### src/rtl/mmio_uart_rx.sv
// mmio_uart_rx: memory-mapped 8N1 UART receiver with a byte FIFO.
// DATA register at BASE (read pops the FIFO), STATUS at BASE+4 (W1C sticky flags).
// Optional macro UART_RX_PARITY_EN switches the frame format to 8E1 and enables perr.
module mmio_uart_rx #(
  parameter int          CLK_HZ    = 100000000,
  parameter int          BAUD      = 115200,
  parameter int          FIFO_LOG2 = 4,
  parameter logic [31:0] BASE      = 32'hf0000104
) (
  input  logic        clk,
  input  logic        rst,
  input  logic        uart_rxd,
  input  logic        mmio_oe,
  input  logic [3:0]  mmio_we,
  input  logic [31:0] mmio_addr,
  input  logic [31:0] mmio_wdata,
  output logic [31:0] mmio_rdata,
  output logic        rx_irq
);

  localparam int          CPB     = CLK_HZ / BAUD;
  localparam int          DEPTH   = 1 << FIFO_LOG2;
  localparam logic [15:0] CPB_M1  = 16'(CPB - 1);
  localparam logic [15:0] HALF_M1 = 16'(CPB / 2 - 1);
  localparam logic [31:0] STAT_A  = BASE + 32'd4;

`ifdef UART_RX_PARITY_EN
  typedef enum logic [2:0] {S_IDLE, S_START, S_DATA, S_PARITY, S_STOP, S_BRK} state_t;
`else
  typedef enum logic [2:0] {S_IDLE, S_START, S_DATA, S_STOP, S_BRK} state_t;
`endif

  state_t                 state_q;
  logic                   s1_q, s2_q;
  logic [15:0]            cnt_q;
  logic [2:0]             bit_q;
  logic [7:0]             shift_q;
  logic                   par_ok;
  logic [7:0]             mem_q [DEPTH];
  logic [FIFO_LOG2-1:0]   wp_q, rp_q;
  logic [FIFO_LOG2:0]     count_q, count_d;
  logic                   ovr_q, ferr_q, perr_q;
  logic [31:0]            rdata_d;
  logic                   stop_smp, push_ok, do_push, pop, empty, full;
  logic                   rd_data, rd_stat, wr_stat;
  logic                   ovr_set, ferr_set, perr_set;
  wire                    unused_ok = ^{mmio_wdata[31:4], mmio_wdata[0], mmio_we[3:1]};

  // Two-flop synchronizer for the asynchronous serial line (idle high).
  always_ff @(posedge clk or posedge rst) begin
    if (rst) begin
      s1_q <= 1'b1;
      s2_q <= 1'b1;
    end else begin
      s1_q <= uart_rxd;
      s2_q <= s1_q;
    end
  end

  // Frame FSM: the detection cycle counts as the first tick of the half-bit wait.
  always_ff @(posedge clk or posedge rst) begin
    if (rst) begin
      state_q <= S_IDLE;
      cnt_q   <= '0;
      bit_q   <= '0;
      shift_q <= '0;
`ifdef UART_RX_PARITY_EN
      par_ok  <= 1'b1;
`endif
    end else begin
      case (state_q)
        S_IDLE: if (!s2_q) begin
          bit_q   <= '0;
          cnt_q   <= 16'd1;
          state_q <= S_START;
        end
        S_START: if (cnt_q == HALF_M1) begin
          cnt_q   <= '0;
          state_q <= s2_q ? S_IDLE : S_DATA;  // high again: glitch, no flag
        end else cnt_q <= cnt_q + 16'd1;
        S_DATA: if (cnt_q == CPB_M1) begin
          cnt_q   <= '0;
          shift_q <= {s2_q, shift_q[7:1]};
          bit_q   <= bit_q + 3'd1;
`ifdef UART_RX_PARITY_EN
          if (bit_q == 3'd7) state_q <= S_PARITY;
`else
          if (bit_q == 3'd7) state_q <= S_STOP;
`endif
        end else cnt_q <= cnt_q + 16'd1;
`ifdef UART_RX_PARITY_EN
        S_PARITY: if (cnt_q == CPB_M1) begin
          cnt_q   <= '0;
          par_ok  <= ~(^shift_q ^ s2_q);
          state_q <= S_STOP;
        end else cnt_q <= cnt_q + 16'd1;
`endif
        // Leave at mid-stop so a following start edge is not missed.
        S_STOP: if (cnt_q == CPB_M1) begin
          cnt_q   <= '0;
          state_q <= s2_q ? S_IDLE : S_BRK;
        end else cnt_q <= cnt_q + 16'd1;
        // Bad stop bit: hold here until the line idles so a break cannot retrigger.
        S_BRK: if (s2_q) state_q <= S_IDLE;
        default: state_q <= S_IDLE;
      endcase
    end
  end

`ifndef UART_RX_PARITY_EN
  assign par_ok = 1'b1;
`endif

  // Frame outcome, MMIO decode and FIFO push/pop arbitration.
  always_comb begin
    stop_smp = (state_q == S_STOP) && (cnt_q == CPB_M1);
    push_ok  = stop_smp && s2_q && par_ok;
    ferr_set = stop_smp && !s2_q;
`ifdef UART_RX_PARITY_EN
    perr_set = stop_smp && !par_ok;
`else
    perr_set = 1'b0;
`endif
    rd_data  = mmio_oe && (mmio_we == 4'b0) && (mmio_addr == BASE);
    rd_stat  = mmio_oe && (mmio_we == 4'b0) && (mmio_addr == STAT_A);
    wr_stat  = mmio_oe && mmio_we[0] && (mmio_addr == STAT_A);
    empty    = (count_q == '0);
    full     = (count_q == (FIFO_LOG2+1)'(DEPTH));
    pop      = rd_data && !empty;            // a same-cycle push is never visible here
    do_push  = push_ok && (!full || pop);
    ovr_set  = push_ok && full && !pop;
    count_d  = count_q;
    if (do_push && !pop) count_d = count_q + 1'b1;
    else if (!do_push && pop) count_d = count_q - 1'b1;
    rdata_d  = '0;
    if (pop)          rdata_d = {23'b0, 1'b1, mem_q[rp_q]};
    else if (rd_stat) rdata_d = {28'b0, perr_q, ferr_q, ovr_q, ~empty};
  end

  // FIFO storage needs no reset; pointers and count define validity.
  always_ff @(posedge clk) begin
    if (do_push) mem_q[wp_q] <= shift_q;
  end

  // Pointers, count, sticky flags (set wins over clear) and registered outputs.
  always_ff @(posedge clk or posedge rst) begin
    if (rst) begin
      wp_q       <= '0;
      rp_q       <= '0;
      count_q    <= '0;
      ovr_q      <= 1'b0;
      ferr_q     <= 1'b0;
      perr_q     <= 1'b0;
      mmio_rdata <= '0;
      rx_irq     <= 1'b0;
    end else begin
      if (do_push) wp_q <= wp_q + 1'b1;
      if (pop)     rp_q <= rp_q + 1'b1;
      count_q    <= count_d;
      ovr_q      <= (ovr_q  & ~(wr_stat & mmio_wdata[1])) | ovr_set;
      ferr_q     <= (ferr_q & ~(wr_stat & mmio_wdata[2])) | ferr_set;
      perr_q     <= (perr_q & ~(wr_stat & mmio_wdata[3])) | perr_set;
      mmio_rdata <= rdata_d;
      rx_irq     <= (count_d != '0);
    end
  end

endmodule

### config.mk
export PLATFORM = sky130hd
export DESIGN_NAME = mmio_uart_rx
export DESIGN_NICKNAME = d
export VERILOG_FILES = /design/src/rtl/mmio_uart_rx.sv
export SDC_FILE = /design/constraint.sdc
export NUM_CORES = 1
export LEC_CHECK = 0
export CAP_MARGIN = 10
export CORE_ASPECT_RATIO = 0.75
export CORE_UTILIZATION = 50
export DETAILED_ROUTE_END_ITERATION = 10
export HOLD_SLACK_MARGIN = 0.08
export PLACE_DENSITY = 0.79
export SLEW_MARGIN = 0
export SYNTH_ARGS = -nofsm -noshare
export SYNTH_HDL_FRONTEND = slang
export SYNTH_SLANG_ARGS = --single-unit
### constraint.sdc
create_clock -name clk -period 3.3 [get_ports clk]
set_input_delay 0.66 -clock clk [delete_from_list [all_inputs] [get_ports clk]]
set_output_delay 0.66 -clock clk [all_outputs]
set_load 0.01 [all_outputs]
* After elaboration in Yosys (flattened, before gate mapping)
Memory sizes are Yosys's and may differ from the RTL's. Index checks and enable logic that the tools add are counted.
Operators by class: $add $sub $neg 6, equality and inequality tests 16, mux-type cells 22, bitwise operators 12, reductions and logical operators 31
Operators by type and width (number):
- 32-bit == test, second input constant | 2
- 16-bit 2-to-1 mux | 3
- 16-bit one-hot mux with 3 select lines | 1
- 3-bit 2-to-1 mux | 9
- 16-bit by 1-bit adder with 16-bit output, second input constant | 1
- 16-bit by 10-bit == test with 1-bit output, second input constant | 1
- 16-bit by 9-bit == test with 1-bit output, second input constant | 1
- 3-bit one-hot mux with 5 select lines | 1
- 1-bit logical AND | 14
- 2-bit inequality test, second input constant | 6
- 5-bit 2-to-1 mux | 2
- 9-bit 2-to-1 mux | 1
- 4-bit by 1-bit adder with 4-bit output, second input constant | 2
- 1-bit AND | 6
- 3-bit by 2-bit == test with 1-bit output, second input constant | 2
- 3-bit == test, second input constant | 2
- 3-bit one-hot mux with 2 select lines | 1
- 6-bit AND reduction | 1
- 5-bit by 1-bit adder with 5-bit output, second input constant | 1
- 5-bit == test, second input constant | 1
- 1-bit zero test | 5
- 5-bit zero test | 1
- 5-bit nonzero test | 1
- 5-bit by 1-bit subtractor with 5-bit output, second input constant | 1
- 15 further kinds | 21
Storage, ports and cells: bits in registers 81, memory bits (writable) 128, input port bits 72, output and inout bits 33, logic and storage cells 102, memories 1
Memories:
- mem_q | words 16, width 8, rd ports 1, clocked after memory_dff 0, wr ports 1, line 39 | logic [7:0] mem_q [DEPTH];

* Longest topological paths before layout
depth after elaboration 11, depth in mapped cells 11, depth with buffers taken out 9

* Least setup slack after synthesis
No wires, ideal clock.
path type reg-to-reg, start register cnt_q[12], end memory mem_q[4][0], enable pin, library setup time 383 ps, arrival 3032 ps, required time 2917 ps, path slack -115 ps, cell stages (with the launch flop) 8, buffers on the path 1, period minus slack after synthesis 3415 ps, path through dfrtp_1 > or4_1 > or4_1 > buf_2 > nor4_1 > a21boi_2 > nand2_1 > nor3_1
On the way: longest elaborated chain between the ends 6
RTL lines:
- start, declared | line 35 | logic [15:0] cnt_q;
- start signal, assigned | line 80 | end else cnt_q <= cnt_q + 16'd1;
- start signal, assigned | line 90 | end else cnt_q <= cnt_q + 16'd1;
- start signal, assigned | line 102 | end else cnt_q <= cnt_q + 16'd1;
- 16-bit by 10-bit == test with 1-bit output | line 116 | stop_smp = (state_q == S_STOP) && (cnt_q == CPB_M1);
- 1-bit logical AND | line 116
- 1-bit logical AND | line 117 | push_ok = stop_smp && s2_q && par_ok;
- 1-bit logical AND | line 130 | do_push = push_ok && (!full || pop);
- 1-bit 2-to-1 mux | line 142 | if (do_push) mem_q[wp_q] <= shift_q;
- 1-bit 2-to-1 mux (implied by the code) | line 142
- end, declared | line 39
No other way between the ends.

* Worst setup path in the final report
start register cnt_q[12], end memory mem_q[0][1], enable pin
The elaborated chain is that of the path after synthesis.

==> metrics.log <==
INFO  metric cts.root.buffer_cell = sky130_fd_sc_hd__clkbuf_16
INFO  metric mapped_cell_area = between 7000 and 8000 µm²
INFO  metric cell_internal_power = 3590 µW
INFO  metric share_comb_of_total_power = 1.9%
INFO  metric grt_max_degree = 35
INFO  metric number_of_setup_violations_in_the_final_report = 0
INFO  metric design.core.area = 15,400 µm²
INFO  metric synthFlopType = sky130_fd_sc_hd__edfxtp_1
INFO  metric cts.clk_slew.worst_paths = 0.06 ns
INFO  metric layout.core_utilization = 61.9%
INFO  metric worst_ep_required_time = 3.44 ns
INFO  metric post-synth-top-area-cell = sky130_fd_sc_hd__edfxtp_1
INFO  metric hold_viol_final = 0
INFO  metric global_route_wire_length_before_repair = ~25,000 µm
INFO  metric die_area = 16,400 µm²
INFO  metric grt_remaining_overflow = 0
INFO  metric gp_congestion = approximately 0.85
INFO  metric routed_via_density = 5.57
INFO  metric post_syn_area_per_cell = 16.1 µm²
INFO  metric p_sw_share = around a fifth
INFO  metric max_slew_margin = 56.7%
INFO  metric worstSetupPathType = register to register
INFO  metric place_area = 8890 µm²
INFO  metric part_of_the_total_power_dissipated_in_the_clock_network = between 40% and 50%
INFO  metric vias = between 4,000 and 5,000
INFO  metric r2r_setup_slack = 0.10 ns
INFO  metric die_span_in_y = 111 µm
INFO  metric io-pin-count = ~110
INFO  metric max_clock_buf_depth = 2
INFO  metric final.min_clock_period = 3.20 ns
INFO  metric hp-class = register to register
INFO  metric timing_max_transition_violations_final = 0
INFO  metric drt_wl_total = around 16,000 µm
INFO  metric whs_endpoint = s2_q
INFO  metric final_design_area_no_fill = 9510 µm²
INFO  metric worst_ir_drop_on_vdd = roughly 0.00036 V
INFO  metric reg2reg_from = cnt_q[12]
INFO  metric gr-usage-all-layers = 20.6%
INFO  metric synth_area_leaders = sky130_fd_sc_hd__edfxtp_1, sky130_fd_sc_hd__dfrtp_1, sky130_fd_sc_hd__mux4_2
INFO  metric detail-route-antenna-nets = 0
INFO  metric power.net_switching = roughly 890 µW
INFO  metric synth_common_cells = sky130_fd_sc_hd__edfxtp_1, sky130_fd_sc_hd__dfrtp_1, sky130_fd_sc_hd__mux4_2, sky130_fd_sc_hd__nor2_1, sky130_fd_sc_hd__nand2_1
INFO  metric most_common_cell_in_the_netlist = sky130_fd_sc_hd__edfxtp_1
INFO  metric total_iterations_of_the_first_detailed_routing_run = 7
INFO  metric async_set_reset_flop_share_out_of_synthesis = 31.2%
INFO  metric total_number_of_nets_in_the_final_design = 663
INFO  metric route.detailed.drc = 0
INFO  metric ys_seq_area_share = 66.7%
INFO  metric first_global_vias = 4,560
INFO  metric placement_rows = 39
INFO  metric total_number_of_yosys_warnings = 0
INFO  metric worst_slack = 0.101 ns
INFO  metric initial_core_util = 51.7%
INFO  metric max-cap-violations = 0
INFO  metric latest_clock_arrival_within_the_worst_skew_pair = 0.43 ns
INFO  metric filler_cell_count = ~1,000
INFO  metric ctsHtreeMaxLevel = 4
INFO  metric synthDistinctLibCells = 51
INFO  metric worstMarginPinSlew = ~0.64 ns
INFO  metric drt_iter0_markers = 299
INFO  metric cts.sinks = around 190
INFO  metric final_layout_size_suffix_gt1_share = roughly 22%
INFO  metric synth_top_area_share = between 40% and 50%
INFO  metric max_freq = around 0.31 GHz
INFO  metric cts_inserted_buffers = 17
INFO  metric tns = 0 ns
INFO  metric cp.arrival = 3.34 ns
INFO  metric leakage = 0.00383 µW
INFO  metric cp_max_fo = 8
INFO  metric r2r_end = mem_q[0][1]
INFO  metric layout_worst_path_cycle_share = 96.9%
INFO  metric rr_worst_depth = 8
INFO  metric antenna_found_initial = 0
INFO  metric setup.worst_path.start_class = register
INFO  metric yosys_register_bits = 186
INFO  metric die_w = 148 µm
INFO  metric share_seq_of_total_power = a little under three fifths
INFO  metric cts_tree = done
INFO  metric portBuffers = 52
INFO  metric hold_path_depth = 0
INFO  metric post_synth_inst_count = between 400 and 500
INFO  metric total_power = 4480 µW
INFO  metric drt-wirelength-per-cell = approximately 20 µm
INFO  metric cp-end-kind = register
INFO  metric placement.setup.worst_slack = -0.259 ns
INFO  metric run_status = finished, final reports clean
INFO  metric antenna-diode-count = 0
INFO  metric synth-edff-count = approximately 130
INFO  metric p_per_area = 471 nW/µm²
INFO  metric final_setup_skew = about 0.0095 ns
INFO  metric area_delta_synth_final = 19.8%
INFO  metric dp_hpwl = 10,800 µm
INFO  metric worstHoldStart = s1_q
[kinds of logic after synthesis]
kind of cell / synth area share, %
AO/OA/AOI/OAI: 3.14
AND/OR/NAND/NOR: 8.94
buffers and inverters: 3.70
multiplexers: 13.1
flip-flops: 66.7
adder cells (fa/ha/maj): 1.89
other: 0.0472
XOR/XNOR: 2.43
[power by group through the flow]
stage / Combinational (µW) / Sequential (µW) / Clock (µW)
6_report: 86.5 / 2470 / 1920
5_1_grt: 94.7 / 2470 / 2040
4_1_cts: 87.0 / 2470 / 1940
3_5_place_dp: 86.1 / 2520 / 0
3_3_place_gp: 84.5 / 2520 / 0
2_1_floorplan: 46.5 / 2520 / 0
[what timing repair did]
action,in CTS,in global routing
pin swaps,0,1
buffers inserted,0,0
hold buffers,0,0
gates resized for setup,3,9
endpoints found under the setup margin,111,125
[metal layers]
| layer | wire length, µm | track usage [%] | up-vias |
|---|---|---|---|
| met3 | 917 | 4.40 | 17 |
| met2 | 7690 | 32.7 | 141 |
| met1 | 6770 | 28.5 | 2273 |
| li1 | - | - | 2011 |
| met5 | 0 | 0 | - |
| met4 | 206 | 6.87 | 0 |
[placed cells by master (no fill, tap or decap), types with 3 or more instances in the layout]
| cell | instances |
|---|---|
| sky130_fd_sc_hd__a21oi_1 | 6 |
| sky130_fd_sc_hd__a22o_1 | 8 |
| sky130_fd_sc_hd__and2_1 | 8 |
| sky130_fd_sc_hd__and2_4 | 4 |
| sky130_fd_sc_hd__and3_1 | 8 |
| sky130_fd_sc_hd__buf_12 | 6 |
| sky130_fd_sc_hd__buf_4 | 29 |
| sky130_fd_sc_hd__clkbuf_16 | 17 |
| sky130_fd_sc_hd__clkdlybuf4s50_1 | 52 |
| sky130_fd_sc_hd__conb_1 | 23 |
| sky130_fd_sc_hd__dfrtp_1 | 55 |
| sky130_fd_sc_hd__edfxtp_1 | 128 |
| sky130_fd_sc_hd__ha_1 | 12 |
| sky130_fd_sc_hd__inv_1 | 12 |
| sky130_fd_sc_hd__inv_6 | 5 |
| sky130_fd_sc_hd__mux2_2 | 10 |
| sky130_fd_sc_hd__mux2i_1 | 3 |
| sky130_fd_sc_hd__mux4_2 | 40 |
| sky130_fd_sc_hd__nand2_1 | 24 |
| sky130_fd_sc_hd__nand3_1 | 10 |
| sky130_fd_sc_hd__nand4_1 | 5 |
| sky130_fd_sc_hd__nor2_1 | 30 |
| sky130_fd_sc_hd__nor2b_1 | 5 |
| sky130_fd_sc_hd__nor3_1 | 7 |
| sky130_fd_sc_hd__nor4_1 | 6 |
| sky130_fd_sc_hd__nor4b_1 | 4 |
| sky130_fd_sc_hd__o21ai_0 | 7 |
| sky130_fd_sc_hd__or4_1 | 3 |
| sky130_fd_sc_hd__xnor2_1 | 13 |
| sky130_fd_sc_hd__xor2_1 | 9 |
[layout make-up]
type,instances,area (µm²),share of cell area [%]
inverter,13,48.8,0.513
multi-input combinational,274,2490,26.2
timing repair buffer,87,858,9.03
sequential,186,5300,55.7
clock inverter,12,114,1.20
clock buffer,20,447,4.70
tap,205,256,2.70
[critical path: stages, from the launching register on]
cell and delay (ns):
sky130_fd_sc_hd__dfrtp_1 0.41, sky130_fd_sc_hd__or4_1 0.59, sky130_fd_sc_hd__or4_4 0.59, sky130_fd_sc_hd__nor4_4 0.27
sky130_fd_sc_hd__buf_4 0.17, sky130_fd_sc_hd__a21boi_4 0.23, sky130_fd_sc_hd__nor3b_4 0.28, sky130_fd_sc_hd__and2_1 0.21
sky130_fd_sc_hd__buf_12 0.15
[stage by stage]
step / cells / hold WS [ns]
final: 797 / 0.357
after global routing: 797 / 0.365
after CTS: 797 / 0.356
after global placement: 765 / 0.347
after floorplan: 515 / 0.345
after detailed placement: 765 / 0.347
[how the worst max path moves through the flow]
stage / from / end / slack [ns] / depth (start not counted)
floorplan: cnt_q[12] / mem_q[4][0] / -0.12 / 7
global placement: mmio_addr[6] / mem_q[0][7] / -0.15 / 8
detailed placement: mmio_addr[6] / mem_q[1][4] / -0.26 / 8
CTS: cnt_q[12] / rx_irq / 0.0007 / 8
global route: cnt_q[12] / mem_q[0][0] / -0.01 / 8
finish: cnt_q[12] / mem_q[0][1] / 0.10 / 8
[registers in the layout (all words and copies together), names as in the netlist, 3 cells and up]
name,flops
shift_q,8
cnt_q,16
count_q,5
rp_q,4
state_q,3
mmio_rdata,9
bit_q,3
wp_q,4
mem_q,128
No activity file was read; power rests on OpenSTA's default activity.
==> edit, RTL diff (same settings) <==
The option `UART_RX_PARITY_EN` is turned on by a define.
--- a/src/rtl/mmio_uart_rx.sv
+++ b/src/rtl/mmio_uart_rx.sv
@@ -1,6 +1,8 @@
 // mmio_uart_rx: memory-mapped 8N1 UART receiver with a byte FIFO.
 // DATA register at BASE (read pops the FIFO), STATUS at BASE+4 (W1C sticky flags).
 // Optional macro UART_RX_PARITY_EN switches the frame format to 8E1 and enables perr.
+`define UART_RX_PARITY_EN
+
 module mmio_uart_rx #(
   parameter int          CLK_HZ    = 100000000,
   parameter int          BAUD      = 115200,
Behaviour: no difference found for any inputs over 10 cycles, from zero or initial values and one cycle with rst high; that may be too few to reach the edited logic, so the function may still have changed.
==> edit against the original RTL <==
  * Final cell count up 5.5%
  * Non-clock buffer count is 1 lower
  * Clock power rose by 4%
  * First-iteration DRC count rose by 62%
  * Hold slack lost 0.0010 ns
  * Cell area up 0.68%
  * Area after synthesis rose by 2.9%
  * Sequential cell count rose by 1
  * Setup slack better by 0.092 ns
  * Sequential share of layout area decreased by 0.10 points
  * Total power up 2.0%
  * Routed wire length up 7.3%
  * Die area up 2.9%
==> edit: results (changes against the original RTL) <==
post-route cell area: 9575 um^2 (was 9510 um^2)
critical path arrival: 3.23 ns (was 3.34 ns)
gr usage total: 21.26% (was 20.62%)
port bufs: 52 (unchanged)
Critical Path Fanout Max: 8 (unchanged)
hold endpoint: s2_q (unchanged)
r2r setup slk: 0.20 ns (was 0.10 ns)
Netlist cell types: 57 (was 51)
reg2reg start: cnt_q[0] (was cnt_q[12])
CP max stage delay: 0.62 ns (was 0.59 ns)
Area contributors post-synth: edfxtp_1 47%, dfrtp_1 17%, mux4_2 11% (was edfxtp_1 48%, dfrtp_1 18%, mux4_2 11%)
first-pass GRT wire length: 26250 um (was 24840 um)
Wirelength per Cell: 19.88 um (was 19.55 um)
Placer Congestion: 0.8107 (was 0.8460)
layout cells sized above 1: 19.18% (was 22.47%)
clock buffer depth: 2 (unchanged)
vias in the first global route: 4759 (was 4560)
post-DR vias/cell: 5.750 (was 5.573)
Worst path slowest cell: or4_4 (was or4_1)
measured slew at the worst slew-check pin: 0.7008 ns (was 0.6412 ns)
P_int: 0.003679 W (was 0.003589 W)
EDFF count, synth: 128 (unchanged)
post-layout net count: 702 (was 663)
Fillers: 1155 (was 1048)
placed cell area: 8996 um^2 (was 8894 um^2)
postcts setup bufs: 0 (unchanged)
Detailed Routing Iterations Pass 1: 5 (was 7)
initial drt markers: 483 (was 299)
outcome: finished, final reports clean (unchanged)
root buffer cell: clkbuf_16 (unchanged)
Main synth FF type: edfxtp_1 (unchanged)
peak supply drop: 0.3674 mV (was 0.3591 mV)
largest net degree at the start of global routing: 36 (was 35)
Final Hold Vio Count: 0 (unchanged)
Worst Min Path Start: s1_q (unchanged)
Diodes inserted: 0 (unchanged)
Slew Viols, Final: 0 (unchanged)
Min-Delay Path Class: reg -> reg (unchanged)
Lkg Pwr: 3.807 nW (was 3.829 nW)
Num CTS Buffers: 17 (unchanged)
Post-synth top cells: 128 x edfxtp_1, 56 x dfrtp_1, 47 x nand2_1 (was 128 x edfxtp_1, 56 x dfrtp_1, 40 x mux4_2)
DP HPWL: 11350 um (was 10840 um)
Post-synth ARST share: 31.55% (was 31.18%)
Crit Reg-Reg Endpoint: mem_q[3][2] (was mem_q[0][1])
Reg clk slew, reported paths: 0.06 ns (about the same)
Seq/Total Area, Yosys: 65.16% (was 66.72%)
htree depth: 4 (unchanged)
Clock Skews: 0.01653 ns (was 0.009503 ns)
Yosys Warn Count: 0 (unchanged)
## edit: worst max-delay path, delay by kind of cell
| kind | cells | cell delay [ns] |
|---|---|---|
| simple gates | 5 | 1.57 |
| buf+inv | 2 | 0.72 |
| compound gates | 1 | 0.27 |
## edit: area by class of cell
type,instances,share of cell area [%]
sequential,187,55.61
multi-input combinational,312,26.85
timing repair buffer,86,8.232
clock buffer,22,4.743
tap,210,2.744
clock inverter,10,1.267
inverter,14,0.5488
## edit: how the worst max path moves through the flow
stage          depth (start not counted)          end  slack [ns]           from
5_1_grt                                8  mem_q[3][2]        0.04       cnt_q[0]
3_3_place_gp                           8  mem_q[3][1]       -0.06  mmio_addr[28]
4_1_cts                                8  mem_q[3][2]        0.11     mmio_we[1]
2_1_floorplan                          8  mem_q[3][0]        0.03     mmio_we[1]
3_5_place_dp                           8  mem_q[3][1]       -0.23     mmio_we[1]
6_report                               8  mem_q[3][2]        0.19     mmio_we[1]
## edit: per-stage QoR
step	setup slack [ns]	std cells	hold WS (ns)	total power, W
finish	0.1931	841	0.3563	0.004567
global placement	-0.06282	809	0.3461	0.002623
floorplan	0.02571	558	0.3452	0.002586
global route	0.04134	841	0.3609	0.004681
detailed placement	-0.2282	809	0.3475	0.002626
CTS	0.1118	841	0.3571	0.004590
## edit: routing by layer
metal  up-vias  global-route usage, %  wire (um)
li1       2157                      -          -
met1      2477                  29.24       7156
met2       186                  34.32       8407
met3        16                  4.677        944
met4         0                  5.850        214
met5         -                      0          0
## edit: power by group through the flow
| stage | Clock, W | Combinational (W) | Sequential [W] |
|---|---|---|---|
| 2_1_floorplan | 0 | 0.0000520 | 0.00253 |
| 3_3_place_gp | 0 | 0.0000874 | 0.00254 |
| 3_5_place_dp | 0 | 0.0000902 | 0.00254 |
| 4_1_cts | 0.00201 | 0.0000908 | 0.00249 |
| 5_1_grt | 0.00210 | 0.0000988 | 0.00249 |
| 6_report | 0.00199 | 0.0000899 | 0.00249 |
## edit: kinds of logic after synthesis
group / synth area share, %
AOI/OAI and AO/OA: 4.364
adders and majority gates: 1.838
xor gates and xnor gates: 2.680
muxes: 11.27
other: 0.04590
buffers and inverters: 4.426
and+or+nand+nor: 10.21
DFF: 65.16
## edit: repair_timing
action                     CTS  global route
setup endpoints to repair    0             8
hold endpoints to repair     0             0
resized for setup            0             1
